### src/rtl/palette_loader.sv
// Byte-serial palette download loader: assembles R,G,B triples, buffers them and
// schedules single-cycle palette RAM writes. Optional macro PALLOAD_BLANK_GATE_EN
// restricts writes to blanking cycles; when undefined, blank is ignored.
`timescale 1ns/1ps
module palette_loader #(
   parameter int unsigned FIFO_DEPTH = 4,
   parameter int unsigned ENTRIES    = 64
) (
   input  logic        clk,
   input  logic        reset,
   input  logic        dl_active,
   input  logic        dl_wr,
   input  logic [7:0]  dl_data,
   output logic        dl_ready,
   input  logic        blank,
   output logic        load_color,
   output logic [23:0] load_color_data,
   output logic [5:0]  load_color_index,
   output logic        busy,
   output logic        done,
   output logic        short_err
);

   localparam int unsigned PTR_W = $clog2(FIFO_DEPTH);
   localparam int unsigned CNT_W = PTR_W + 1;
   localparam int unsigned ENT_W = 30;

   typedef enum logic [1:0] {IDLE, LOAD, DRAIN, DONE} state_t;

   state_t             state_q, state_d;
   logic [1:0]         byte_cnt_q, byte_cnt_d;
   logic [6:0]         entry_cnt_q, entry_cnt_d;
   logic [7:0]         r_q, r_d, g_q, g_d;
   logic [PTR_W-1:0]   wr_ptr_q, wr_ptr_d, rd_ptr_q, rd_ptr_d;
   logic [CNT_W-1:0]   count_q, count_d;
   logic               dl_ready_q, dl_ready_d;
   logic               load_color_q, load_color_d;
   logic [23:0]        data_q, data_d;
   logic [5:0]         index_q, index_d;
   logic               busy_q, busy_d;
   logic               done_q, done_d;
   logic               short_err_q, short_err_d;
   logic [ENT_W-1:0]   fifo_q [FIFO_DEPTH];
   logic               push, pop, accept, wr_window;
   logic [ENT_W-1:0]   push_data;

`ifdef PALLOAD_BLANK_GATE_EN
   assign wr_window = blank;
`else
   logic unused_blank;
   assign unused_blank = blank;
   assign wr_window    = 1'b1;
`endif

   assign accept = (state_q == LOAD) && dl_active && dl_wr && dl_ready_q;

   // Next-state, byte assembly, FIFO bookkeeping and write scheduling
   always_comb begin
      state_d     = state_q;
      byte_cnt_d  = byte_cnt_q;
      entry_cnt_d = entry_cnt_q;
      r_d         = r_q;
      g_d         = g_q;
      wr_ptr_d    = wr_ptr_q;
      rd_ptr_d    = rd_ptr_q;
      count_d     = count_q;
      load_color_d = 1'b0;
      data_d      = data_q;
      index_d     = index_q;
      done_d      = done_q;
      short_err_d = short_err_q;
      push        = 1'b0;
      pop         = 1'b0;
      push_data   = '0;

      case (state_q)
         IDLE, DONE: begin
            if (dl_active) begin
               state_d     = LOAD;
               byte_cnt_d  = 2'd0;
               entry_cnt_d = 7'd0;
               done_d      = 1'b0;
               short_err_d = 1'b0;
            end
         end
         LOAD: begin
            if (!dl_active) begin
               state_d    = DRAIN;
               byte_cnt_d = 2'd0;
               if (entry_cnt_q < 7'(ENTRIES)) short_err_d = 1'b1;
            end else if (accept && (entry_cnt_q < 7'(ENTRIES))) begin
               case (byte_cnt_q)
                  2'd0: begin
                     r_d        = dl_data;
                     byte_cnt_d = 2'd1;
                  end
                  2'd1: begin
                     g_d        = dl_data;
                     byte_cnt_d = 2'd2;
                  end
                  default: begin
                     push        = 1'b1;
                     push_data   = {r_q, g_q, dl_data, entry_cnt_q[5:0]};
                     entry_cnt_d = entry_cnt_q + 7'd1;
                     byte_cnt_d  = 2'd0;
                  end
               endcase
            end
         end
         DRAIN: begin
            if ((count_q == '0) && !load_color_q) begin
               state_d = DONE;
               done_d  = 1'b1;
            end
         end
         default: state_d = IDLE;
      endcase

      // Pop the head into the output registers; strobe is visible next cycle
      if (((state_q == LOAD) || (state_q == DRAIN)) && (count_q != '0) && wr_window) begin
         pop               = 1'b1;
         load_color_d      = 1'b1;
         {data_d, index_d} = fifo_q[rd_ptr_q];
      end

      if (push) wr_ptr_d = wr_ptr_q + 1'b1;
      if (pop)  rd_ptr_d = rd_ptr_q + 1'b1;
      count_d = count_q + CNT_W'(push) - CNT_W'(pop);

      busy_d = (state_d == LOAD) || (state_d == DRAIN);
      // Ready looks one cycle ahead so an accepted third byte always has a free slot
      dl_ready_d = (state_d == LOAD) &&
                   ((entry_cnt_d >= 7'(ENTRIES)) ||
                    !((byte_cnt_d == 2'd2) && (count_d == CNT_W'(FIFO_DEPTH))));
   end

   always_ff @(posedge clk) begin
      if (reset) begin
         state_q      <= IDLE;
         byte_cnt_q   <= 2'd0;
         entry_cnt_q  <= 7'd0;
         r_q          <= 8'd0;
         g_q          <= 8'd0;
         wr_ptr_q     <= '0;
         rd_ptr_q     <= '0;
         count_q      <= '0;
         dl_ready_q   <= 1'b0;
         load_color_q <= 1'b0;
         data_q       <= 24'd0;
         index_q      <= 6'd0;
         busy_q       <= 1'b0;
         done_q       <= 1'b0;
         short_err_q  <= 1'b0;
      end else begin
         state_q      <= state_d;
         byte_cnt_q   <= byte_cnt_d;
         entry_cnt_q  <= entry_cnt_d;
         r_q          <= r_d;
         g_q          <= g_d;
         wr_ptr_q     <= wr_ptr_d;
         rd_ptr_q     <= rd_ptr_d;
         count_q      <= count_d;
         dl_ready_q   <= dl_ready_d;
         load_color_q <= load_color_d;
         data_q       <= data_d;
         index_q      <= index_d;
         busy_q       <= busy_d;
         done_q       <= done_d;
         short_err_q  <= short_err_d;
      end
   end

   // Entry storage needs no reset; pointers define what is valid
   always_ff @(posedge clk) begin
      if (push) fifo_q[wr_ptr_q] <= push_data;
   end

   assign dl_ready         = dl_ready_q;
   assign load_color       = load_color_q;
   assign load_color_data  = data_q;
   assign load_color_index = index_q;
   assign busy             = busy_q;
   assign done             = done_q;
   assign short_err        = short_err_q;

endmodule

### config.mk
export PLATFORM = sky130hd
export DESIGN_NAME = palette_loader
export DESIGN_NICKNAME = d
export VERILOG_FILES = /design/src/rtl/palette_loader.sv
export SDC_FILE = /design/constraint.sdc
export NUM_CORES = 1
export LEC_CHECK = 0
export ABC_CLOCK_PERIOD_IN_PS = 3100
export BUFFER_PORTS_ARGS = -buffer_cell sky130_fd_sc_hd__buf_2
export CORE_UTILIZATION = 40
export CTS_BUF_LIST = sky130_fd_sc_hd__clkbuf_4 sky130_fd_sc_hd__clkbuf_8
export DETAILED_ROUTE_END_ITERATION = 6
export PLACE_DENSITY_LB_ADDON = 0.15
export SLEW_MARGIN = 5
export SYNTH_ARGS = -nofsm -noshare
export SYNTH_HDL_FRONTEND = slang
export SYNTH_SLANG_ARGS = --single-unit
### constraint.sdc
create_clock -name clk -period 3.1 [get_ports clk]
set_input_delay 0.62 -clock clk [delete_from_list [all_inputs] [get_ports clk]]
set_output_delay 0.62 -clock clk [all_outputs]
set_load 0.02 [all_outputs]
==> out/qor.csv <==
stage,metric,value,unit
clock_tree,setup bufs post-CTS,0,
timing,Worst-Margin Slew,694,ps
timing,Final period util,92.5,%
layout,fill cell count,1632,
logic_synthesis,"EDFF count, synth",120,
timing,Fmax,0.349,GHz
grt,first-pass GRT wire length,23.1,mm
pwr,worst vdd ir,599,µV
routing,Routed Antenna Nets,0,
hold_path,worst min-delay path class,flop to flop,
layout,share of cells above drive strength 1,23.6,%
run,max-cap violations,0,
logic_synthesis,Yosys cell types,51,
place,PortBufs,46,
clock_tree,Clock Tree Buf Depth,2,
clock_tree,CTS tree,yes,
status,run status,"complete, but fails checks",
logic_synthesis,Area contributors post-synth,"edfxtp_1 49%, dfxtp_1 19%, mux4_2 9.1%",
logic_synthesis,Yosys top cell by area,edfxtp_1,
worst_setup_path,Worst Path Required,3460,ps
floorplanning,# rows,49,
clock_tree,Post-CTS Hold Buffers,0,
logic_synthesis,Adder-Cell Fraction of Synth Area,2.12,%
routing,wire per inst,17.5,µm
routing,via/cell ratio,5.08,
layout,multi-input logic area,2240,µm²
routing,drt pass-1 iters,6,
logic_synthesis,post-synth top area share,48.5,%
layout,Post-Route Utilization,46.4,%
timing,min Tclk post-route,2870,ps
worst_setup_path,crit path kind,flop to flop,
grt,Tot GR Track Use,16.2,%
floorplanning,Top-Level Pins,48,
timing,Max Clock Skew,12.5,ps
worst_setup_path,Worst path slowest cell,dfxtp_1,
layout,"most common cell after layout, fill and taps aside",edfxtp_1,
layout,Register Area,4990,µm²
grt,GRT Residual Overflow,0,
worst_setup_path,cell count of the worst reg-to-reg path,12,
grt,pin count of the biggest net entering global routing,39,
pwr,leak pwr,2.91,nW
layout,Layout area overhead,13.0,%
clock_tree,clock sinks,189,
timing,slew margin rel.,53.7,%
hold_path,hold path cells,2,
grt,initial antenna violation count,0,
logic_synthesis,Seq cells post-synth,189,
logic_synthesis,post-synth net total,550,
grt,vias in the first global route,4250,
worst_setup_path,CP arrival,3230,ps
logic_synthesis,warnings from Yosys,0,
worst_setup_path,CP startpoint kind,flop,
floorplanning,die height,138,µm
pwr,Reg power frac,49.9,%
logic_synthesis,Synth Area per Inst,14.2,µm²
worst_setup_path,CP most frequent cell,ha_1,
logic_synthesis,Mapped Area,7430,µm²
pwr,sw frac,30.7,%
status,failing checks,design-rule violations,
layout,"commonest cells after routing, fill and taps aside","120 x edfxtp_1, 72 x nand2_1, 68 x dfxtp_1",
timing,final hold violations,0,
routing,DR WL met3,527,µm
clock_tree,clk root buf,clkbuf_8,
place,RePlAce Congestion,0.797,
pwr,Clk pwr share,27.9,%
timing,unrepaired setup endpoints after global routing,false,
logic_synthesis,largest family of logic cells by synthesized area,multiplexers,
clock_tree,CTS H-tree depth,4,
logic_synthesis,main flop type after synthesis,edfxtp_1,
routing,DRT iter0 DRCs,210,
clock_tree,"CTS clk-pin slew, worst paths",100,ps
logic_synthesis,Mapped Cells,525,
timing,"Slew Viols, Final",0,
pwr,Power Dens Cells,694,nW/µm²
layout,Final nets,604,
routing,M1 WL,6.62,mm
logic_synthesis,simple-gate portion of the synthesized area,11.2,%
worst_setup_path,delay of the slowest critical-path stage,430,ps
floorplanning,initial core utilization,41.1,%
floorplanning,Core Area,18100,µm²
routing,total routed wirelength,14.4,mm
timing,Setup Total Neg Slack,0,ps
routing,DR top layer,met4,
floorplanning,die width,138,µm
place,dpl hpwl,9.21,mm
pwr,Net Sw Power,0.00179,W
clock_tree,post-cts resize count,0,
clock_tree,total CTS buffers,17,
floorplanning,full die area,19100,µm²
routing,via count,4168,
logic_synthesis,mux cell area share after synthesis,11.4,%
logic_synthesis,Compound-Gate Fraction of Synth Area,4.61,%
routing,met2 wire length,6.96,mm
pwr,Comb pwr share,22.2,%
logic_synthesis,"FFs w/ async S/R, synth",0,%
logic_synthesis,sequential-to-total area share from yosys stat,67.1,%
layout,diode count,0,
clock_tree,clk_lat worst skew,470,ps
routing,DRC Markers,7,
worst_setup_path,crit path max fanout,6,
timing,# setup viols final,0,
pwr,internal power,0.00404,W
worst_setup_path,CP Capture Type,flop,
logic_synthesis,xor/xnor share of the synthesized area,0.589,%
worst_setup_path,CP cell instances,ha_1 > nand2_4 > nor3_4 > inv_1 > ha_1 > inv_1 > ha_1 > fa_1 > xnor2_1 > xnor2_1 > or3_1 > o311a_1,
## routing by layer
layer  vias up  GRT usage, %
met1      2072          20.5
li1       2006             -
met4         0          7.39
met2        66          26.5
met5         -             0
met3        24          3.88
## stage by stage
| stage | hold slack, ps | cells | area (µm²) | setup WS (ps) | total power (W) |
|---|---|---|---|---|---|
| 2_1_floorplan | 452 | 525 | 7440 | 4.17 | 0.00391 |
| 3_3_place_gp | 439 | 789 | 8000 | 89.0 | 0.00427 |
| 3_5_place_dp | 443 | 789 | 8000 | 73.3 | 0.00429 |
| 4_1_cts | 437 | 821 | 8400 | 232 | 0.00593 |
| 5_1_grt | 447 | 821 | 8400 | 35.6 | 0.00616 |
| 6_report | 455 | 821 | 8400 | 233 | 0.00583 |
## synth_stat cells (5+ instances only)
cell type and number:
clkbuf_1 11, and2_1 35, xnor2_1 5, nor2_1 32, ha_1 11, nand2_1 72
buf_4 7, buf_2 11, mux2i_1 17, mux4_2 30, a21oi_1 35, edfxtp_1 120
nor2b_1 5, inv_1 13, dfxtp_1 69
## critical path: cells and delay by family (launching register included)
kind	cells	cell delay (ps)
fa+ha+maj	4	1070
xor+xnor	2	290
flops	1	430
buf+inv	2	100
compound gates	1	320
simple gates	3	550
## kinds of logic after synthesis
| kind of cell | after synthesis |
|---|---|
| xor gates and xnor gates | 5 |
| and+or+nand+nor | 168 |
| DFF | 189 |
| muxes | 47 |
| AOI/OAI and AO/OA | 57 |
| adders and majority gates | 12 |
| buffers and inverters | 47 |
## area by class of cell
class	instances	area share (%)
inverters	14	0.626
clock buffers	17	2.79
flip-flops and latches	189	59.4
repair buffers	68	5.16
clock inverters	15	1.97
multi-input cells	289	26.7
well taps	229	3.41
## sequential cells by signal, summed over array words and instances, names as in the netlist, named ones only
name              flops
count_q               3
load_color_data      24
busy                  1
rd_ptr_q              2
r_q                   8
done                  1
entry_cnt_q           3
short_err             1
byte_cnt_q            2
state_q               2
fifo_q              120
wr_ptr_q              2
g_q                   8
dl_ready              1
load_color            1
load_color_index      6
## worst paths after layout
check                           start  slack (ps)             endpoint
hold / removal    load_color_data[21]         450  load_color_data[21]
hold reg to reg   load_color_data[21]         450  load_color_data[21]
setup / recovery           state_q[0]         230             dl_ready
setup reg to reg           state_q[0]         230             dl_ready
## power groups by stage
stage                     Combinational (W)  Sequential (W)  Clock [W]
after global placement              0.00131         0.00296          0
after CTS                           0.00133         0.00291    0.00169
after detailed placement            0.00132         0.00297          0
after floorplan                    0.000842         0.00307          0
final                               0.00129         0.00291    0.00163
after global routing                0.00144         0.00293    0.00178
Note: power is estimated with default switching activity, not from simulation.
